<file path="config.mk">
export PLATFORM = sky130hd
export DESIGN_NAME = moving_window_ctrl
export DESIGN_NICKNAME = d
export VERILOG_FILES = /design/src/rtl/moving_stats_pkg.sv /design/src/rtl/window_ring_buffer.sv /design/src/rtl/moving_window_ctrl.sv
export SDC_FILE = /design/constraint.sdc
export NUM_CORES = 1
export LEC_CHECK = 0
export CAP_MARGIN = 25
export CORE_MARGIN = 5
export CORE_UTILIZATION = 45
export CTS_CLUSTER_SIZE = 8
export DETAILED_ROUTE_END_ITERATION = 8
export REMOVE_ABC_BUFFERS = 1
export SYNTH_ARGS = -nofsm -noshare
export SYNTH_HDL_FRONTEND = slang
export SYNTH_SLANG_ARGS = --single-unit
</file>
<file path="constraint.sdc">
create_clock -name i_clk -period 3.35 [get_ports i_clk]
set_input_delay 0.67 -clock i_clk [delete_from_list [all_inputs] [get_ports i_clk]]
set_output_delay 0.67 -clock i_clk [all_outputs]
set_load 0.02 [all_outputs]
</file>
<file path="src/rtl/moving_stats_pkg.sv">
// Shared types and default sizing for the moving-statistics pipeline.
package moving_stats_pkg;

    localparam int unsigned DEFAULT_DATA_WIDTH = 32;
    localparam int unsigned DEFAULT_WINDOW     = 16;

    typedef enum logic [1:0] {
        ST_FILL,
        ST_RUN,
        ST_FLUSH
    } win_state_t;

endpackage

</file>
<file path="src/rtl/window_ring_buffer.sv">
// WINDOW x DATA_WIDTH simple dual-port RAM; synchronous read returns the old word on a collision.
module window_ring_buffer #(
    parameter  int unsigned DATA_WIDTH = 32,
    parameter  int unsigned DEPTH      = 16,
    localparam int unsigned ADDR_W     = $clog2(DEPTH)
) (
    input  logic                  clk,
    input  logic                  wr_en,
    input  logic [ADDR_W-1:0]     wr_addr,
    input  logic [DATA_WIDTH-1:0] wr_data,
    input  logic                  rd_en,
    input  logic [ADDR_W-1:0]     rd_addr,
    output logic [DATA_WIDTH-1:0] rd_data
);

    logic [DATA_WIDTH-1:0] mem_q [DEPTH];
    logic [DATA_WIDTH-1:0] rd_data_q;

    always_ff @(posedge clk) begin
        if (wr_en) begin
            mem_q[wr_addr] <= wr_data;
        end
        if (rd_en) begin
            rd_data_q <= mem_q[rd_addr];
        end
    end

    assign rd_data = rd_data_q;

endmodule

</file>
<file path="src/rtl/moving_window_ctrl.sv">
// Sliding-window sequencer: turns each accepted sample into an (incoming, outgoing) pair and
// unwinds the window oldest-first on flush.
module moving_window_ctrl
    import moving_stats_pkg::*;
#(
    parameter  int unsigned DATA_WIDTH = DEFAULT_DATA_WIDTH,
    parameter  int unsigned WINDOW     = DEFAULT_WINDOW,
    localparam int unsigned ADDR_W     = $clog2(WINDOW)
) (
    input  logic                  i_clk,
    input  logic                  i_reset_n,
    input  logic                  i_sample_valid,
    input  logic [DATA_WIDTH-1:0] i_sample_data,
    output logic                  o_sample_ready,
    input  logic                  i_flush,
    output logic                  o_stats_valid,
    output logic [DATA_WIDTH-1:0] o_incoming_data,
    output logic [DATA_WIDTH-1:0] o_outgoing_data,
    input  logic                  i_stats_ready,
    output logic [ADDR_W:0]       o_fill_count,
    output logic                  o_window_full,
    output logic                  o_flush_done
);

    localparam logic [ADDR_W:0] WINDOW_CNT = (ADDR_W+1)'(WINDOW);

    if (WINDOW < 2 || (WINDOW & (WINDOW - 1)) != 0) begin : g_bad_window
        $error("moving_window_ctrl: WINDOW must be a power of 2 and >= 2");
    end

    win_state_t            state_q, state_d;
    logic [ADDR_W-1:0]     wr_ptr_q, wr_ptr_d;
    logic [ADDR_W:0]       count_q, count_d;
    logic                  flush_pend_q, flush_pend_d;
    logic                  valid_q, valid_d;
    logic [DATA_WIDTH-1:0] incoming_q, incoming_d;
    logic                  out_zero_q, out_zero_d;
    logic                  full_q, full_d;
    logic                  done_q, done_d;

    logic                  out_free;
    logic                  accept;
    logic                  issue;
    logic                  flush_req;
    logic                  rd_en;
    logic [ADDR_W-1:0]     rd_addr;
    logic [DATA_WIDTH-1:0] rd_data;

    window_ring_buffer #(
        .DATA_WIDTH (DATA_WIDTH),
        .DEPTH      (WINDOW)
    ) u_ring (
        .clk     (i_clk),
        .wr_en   (accept),
        .wr_addr (wr_ptr_q),
        .wr_data (i_sample_data),
        .rd_en   (rd_en),
        .rd_addr (rd_addr),
        .rd_data (rd_data)
    );

    always_comb begin
        state_d      = state_q;
        wr_ptr_d     = wr_ptr_q;
        count_d      = count_q;
        flush_pend_d = flush_pend_q;
        valid_d      = valid_q;
        incoming_d   = incoming_q;
        out_zero_d   = out_zero_q;
        done_d       = 1'b0;

        out_free       = !valid_q || i_stats_ready;
        o_sample_ready = (state_q != ST_FLUSH) && !flush_pend_q && out_free;
        accept         = i_sample_valid && o_sample_ready;
        flush_req      = flush_pend_q || (i_flush && state_q != ST_FLUSH);
        issue          = (state_q == ST_FLUSH) && (count_q != '0) && out_free;
        rd_en          = accept || issue;
        // While flushing wr_ptr is frozen, so wr_ptr - count walks forward as count drains.
        rd_addr        = accept ? wr_ptr_q : ADDR_W'(wr_ptr_q - ADDR_W'(count_q));

        if (valid_q && i_stats_ready) begin
            valid_d = 1'b0;
        end

        if (accept) begin
            valid_d    = 1'b1;
            incoming_d = i_sample_data;
            out_zero_d = (count_q != WINDOW_CNT);
            wr_ptr_d   = wr_ptr_q + ADDR_W'(1);
            if (count_q != WINDOW_CNT) begin
                count_d = count_q + (ADDR_W+1)'(1);
            end
            if (count_d == WINDOW_CNT) begin
                state_d = ST_RUN;
            end
        end

        if (issue) begin
            valid_d    = 1'b1;
            incoming_d = '0;
            out_zero_d = 1'b0;
            count_d    = count_q - (ADDR_W+1)'(1);
        end

        if (state_q == ST_FLUSH && count_q == '0) begin
            state_d = ST_FILL;
            done_d  = 1'b1;
        end

        // A sample accepted alongside the request is already counted in count_d.
        if (state_q != ST_FLUSH && flush_req) begin
            if (out_free) begin
                flush_pend_d = 1'b0;
                if (count_d == '0) begin
                    state_d = ST_FILL;
                    done_d  = 1'b1;
                end else begin
                    state_d = ST_FLUSH;
                end
            end else begin
                flush_pend_d = 1'b1;
            end
        end

        full_d = (count_d == WINDOW_CNT);
    end

    always_ff @(posedge i_clk or negedge i_reset_n) begin
        if (!i_reset_n) begin
            state_q      <= ST_FILL;
            wr_ptr_q     <= '0;
            count_q      <= '0;
            flush_pend_q <= 1'b0;
            valid_q      <= 1'b0;
            incoming_q   <= '0;
            out_zero_q   <= 1'b1;
            full_q       <= 1'b0;
            done_q       <= 1'b0;
        end else begin
            state_q      <= state_d;
            wr_ptr_q     <= wr_ptr_d;
            count_q      <= count_d;
            flush_pend_q <= flush_pend_d;
            valid_q      <= valid_d;
            incoming_q   <= incoming_d;
            out_zero_q   <= out_zero_d;
            full_q       <= full_d;
            done_q       <= done_d;
        end
    end

    assign o_stats_valid   = valid_q;
    assign o_incoming_data = incoming_q;
    assign o_outgoing_data = out_zero_q ? '0 : rd_data;
    assign o_fill_count    = count_q;
    assign o_window_full   = full_q;
    assign o_flush_done    = done_q;

endmodule

</file>
==> flow_metrics.env <==
export IMPL_status="complete, no violations"
export IMPL_hold_violations=0
export IMPL_worstPathArrival_ps=2520
export IMPL_first_global_vias=15380
export IMPL_die_y_um=240.2
export IMPL_cts_tree="built"
export IMPL_wl_per_cell_um=25.91
export IMPL_endpoint_kind="output pin"
export IMPL_core_um2=52550
export IMPL_clk_latency_ps=620
export IMPL_synth_seq_cells=592
export IMPL_async_reset_ff_share_pct=8.108
export IMPL_post_cts_resized=0
export IMPL_dr_wl_met3_mm=5.388
export IMPL_syn_to_final_growth_pct=22.55
export IMPL_h_tree_depth=3
export IMPL_dr_first_iter_drc_count=1446
export IMPL_crit_fanout=10
export IMPL_max_freq_ghz=0.3137
export IMPL_setup_viol=0
export IMPL_vias=15180
export IMPL_grt_pass1_wl_mm=98.79
export IMPL_antenna_cells=0
export IMPL_clockRootBuffer="clkbuf_16"
export IMPL_hpwl_mm=38.34
export IMPL_cts_path_max_buffers=3
export IMPL_synth_area_leaders="edfxtp_1 68%, dfrtp_1 4.9%, a21oi_1 3.2%, nand2_1 2.4%, a22o_1 2.0%"
export IMPL_cp_required_ps=2680
export IMPL_start_kind="flip-flop"
export IMPL_path_class="flip-flop to output pin"
export IMPL_hold_buffers=0
export IMPL_grtUsageTotal_pct=23.06
export IMPL_antenna_found_initial=2
export IMPL_drtAntennaViolNets=0
export IMPL_drc=0
export IMPL_synth_top_area_cell="edfxtp_1"
export IMPL_drt_total_wl_mm=66.69
export IMPL_clkSinkCount=592
export IMPL_place_congestion=0.8272
export IMPL_drv_cap=0
export IMPL_synth_cell_types=67
export IMPL_die_area_um2=57710
export IMPL_fp_row_count=84
export IMPL_syn_area_per_cell_um2=14.69
export IMPL_fin_crit_sh_pct=95.16
export IMPL_postSynthCellCount=1624
export IMPL_top_layer="met5"
export IMPL_netlist_area_um2=23850
export IMPL_die_w_um=240.2
export IMPL_wl_met1_mm=27.98
export IMPL_ys_seq_area_share_pct=73.53
export IMPL_cts_clk_slew_worst_paths_ps=50
export IMPL_nets=1863
export IMPL_io_pins=110
export IMPL_min_period_ps=3188
export IMPL_grt_max_degree=73
export IMPL_hp_class="input port to async pin"
export IMPL_ys_warn_count=0
export IMPL_num_fill_cells=4188
export IMPL_dp_cells=2419
export IMPL_postCtsSetupBuffers=0
export IMPL_drive_above_1_share_pct=13.26
export IMPL_floorplan_initialDensity_pct=45.39
export IMPL_vias_per_cell=5.896
export IMPL_yosysTopAreaCellShare_pct=68.49
export IMPL_cts_buffers=83
export IMPL_fin_skew_ps=15.02
export IMPL_instances_no_fill=2574
export IMPL_synthFlopType="edfxtp_1"
export IMPL_first_pass_iters=6
export IMPL_wl_met2_mm=31.70
export IMPL_maxSlewHeadroom_pct=44.11
export IMPL_worstMarginPinSlew_ps=838.3
export IMPL_numPortBuffers=109
export IMPL_grt_overflow=0
export IMPL_layout_common_cells="544 x edfxtp_1, 152 x a21oi_1, 149 x nand2_1, 108 x clkdlybuf4s50_1, 86 x clkbuf_16"
export IMPL_synth_edf_count=544
export IMPL_rsz0062_at_grt="no"
export IMPL_final_common_cell="edfxtp_1"
export IMPL_slew_viol_final=0
metrics by stage:
stage / hold slack (ps) / TNS, ps / cell area [um^2] / util [%] / worst slack [ps]
2_1_floorplan: 374.4 / -269090 / 23330 / - / -4987
3_3_place_gp: 481.8 / 0 / 26770 / 50.95 / 53.98
3_5_place_dp: 480.4 / -5.070 / 26770 / 50.95 / -5.070
4_1_cts: 165.4 / 0 / 29220 / 55.61 / 120.0
5_1_grt: 219.8 / 0 / 29230 / 55.62 / 38.65
6_report: 170.1 / 0 / 29230 / 55.62 / 162.0
sequential cells by signal, summed over array words and instances, names as in the netlist:
name / cells
flush_pend_q: 1
o_fill_count: 5
o_flush_done: 1
o_incoming_data: 32
o_stats_valid: 1
o_window_full: 1
out_zero_q: 1
state_q: 2
u_ring.mem_q: 512
u_ring.rd_data: 32
wr_ptr_q: 4
cell type report:
type	instances	area (um^2)	area share, %
clock inverters	4	53.80	0.1841
flip-flops and latches	592	17540	60.00
repair buffers	217	2472	8.459
inverters	57	214.0	0.7320
multi-input cells	865	5694	19.48
well taps	688	860.8	2.945
clock buffers	151	2396	8.197
per-layer routing:
metal / up-vias / global-route usage [%]
met3: 107 / 5.322
met4: 2 / 7.376
met1: 7672 / 31.88
met5: - / 0
li1: 6727 / -
met2: 669 / 36.72
cells in the mapped netlist (3+ instances only):
master	n
edfxtp_1	544
a21oi_1	152
nand2_1	150
clkbuf_1	59
inv_1	57
a22o_1	55
nor2_1	53
a211oi_1	49
a221oi_1	48
dfrtp_1	47
mux2i_1	41
nor2b_1	37
buf_2	34
o21ai_0	34
nor3_1	31
or3_1	26
a311o_1	24
nand3_1	18
o211ai_1	17
a221o_1	16
and2_1	15
ha_1	9
a32o_1	8
xnor2_1	8
and3_1	7
buf_1	7
buf_6	7
mux2_2	7
nand4_1	6
o22ai_1	4
buf_4	3
nand2b_1	3
o21ai_1	3
or4_1	3
critical path, stage by stage (launching register included):
cell	delay [ps]
dfrtp_1	410
nor2b_2	610
buf_4	290
nor3_1	60
clkdlybuf4s50_1	540
kinds of logic (layout without fill, tap and decap cells):
kind of cell	count (synthesis)	count (layout)	share of synthesized area (%)
buf+inv	167	429	3.074
fa+ha+maj	10	10	0.5561
xor+xnor	9	9	0.3620
flops	592	592	73.53
mux	48	48	2.051
compound gates	434	434	13.00
simple gates	364	364	7.418
final timing paths:
path / startpoint / endpoint / slack (ps) / cells past startpoint
setup / recovery: state_q[0] / o_sample_ready / 160 / 4
hold / removal: i_reset_n / o_incoming_data[28] / 170 / 1
setup reg to reg: wr_ptr_q[1] / u_ring.rd_data[27] / 180 / 9
hold reg to reg: o_incoming_data[27] / o_incoming_data[27] / 490 / 1
max in group asynchronous: i_reset_n / o_incoming_data[21] / 2430 / 2
min in group i_clk: o_incoming_data[27] / o_incoming_data[27] / 490 / 1
Power is not shown: default switching activity piles up to over one toggle a cycle in this logic, so the estimate is an artifact.
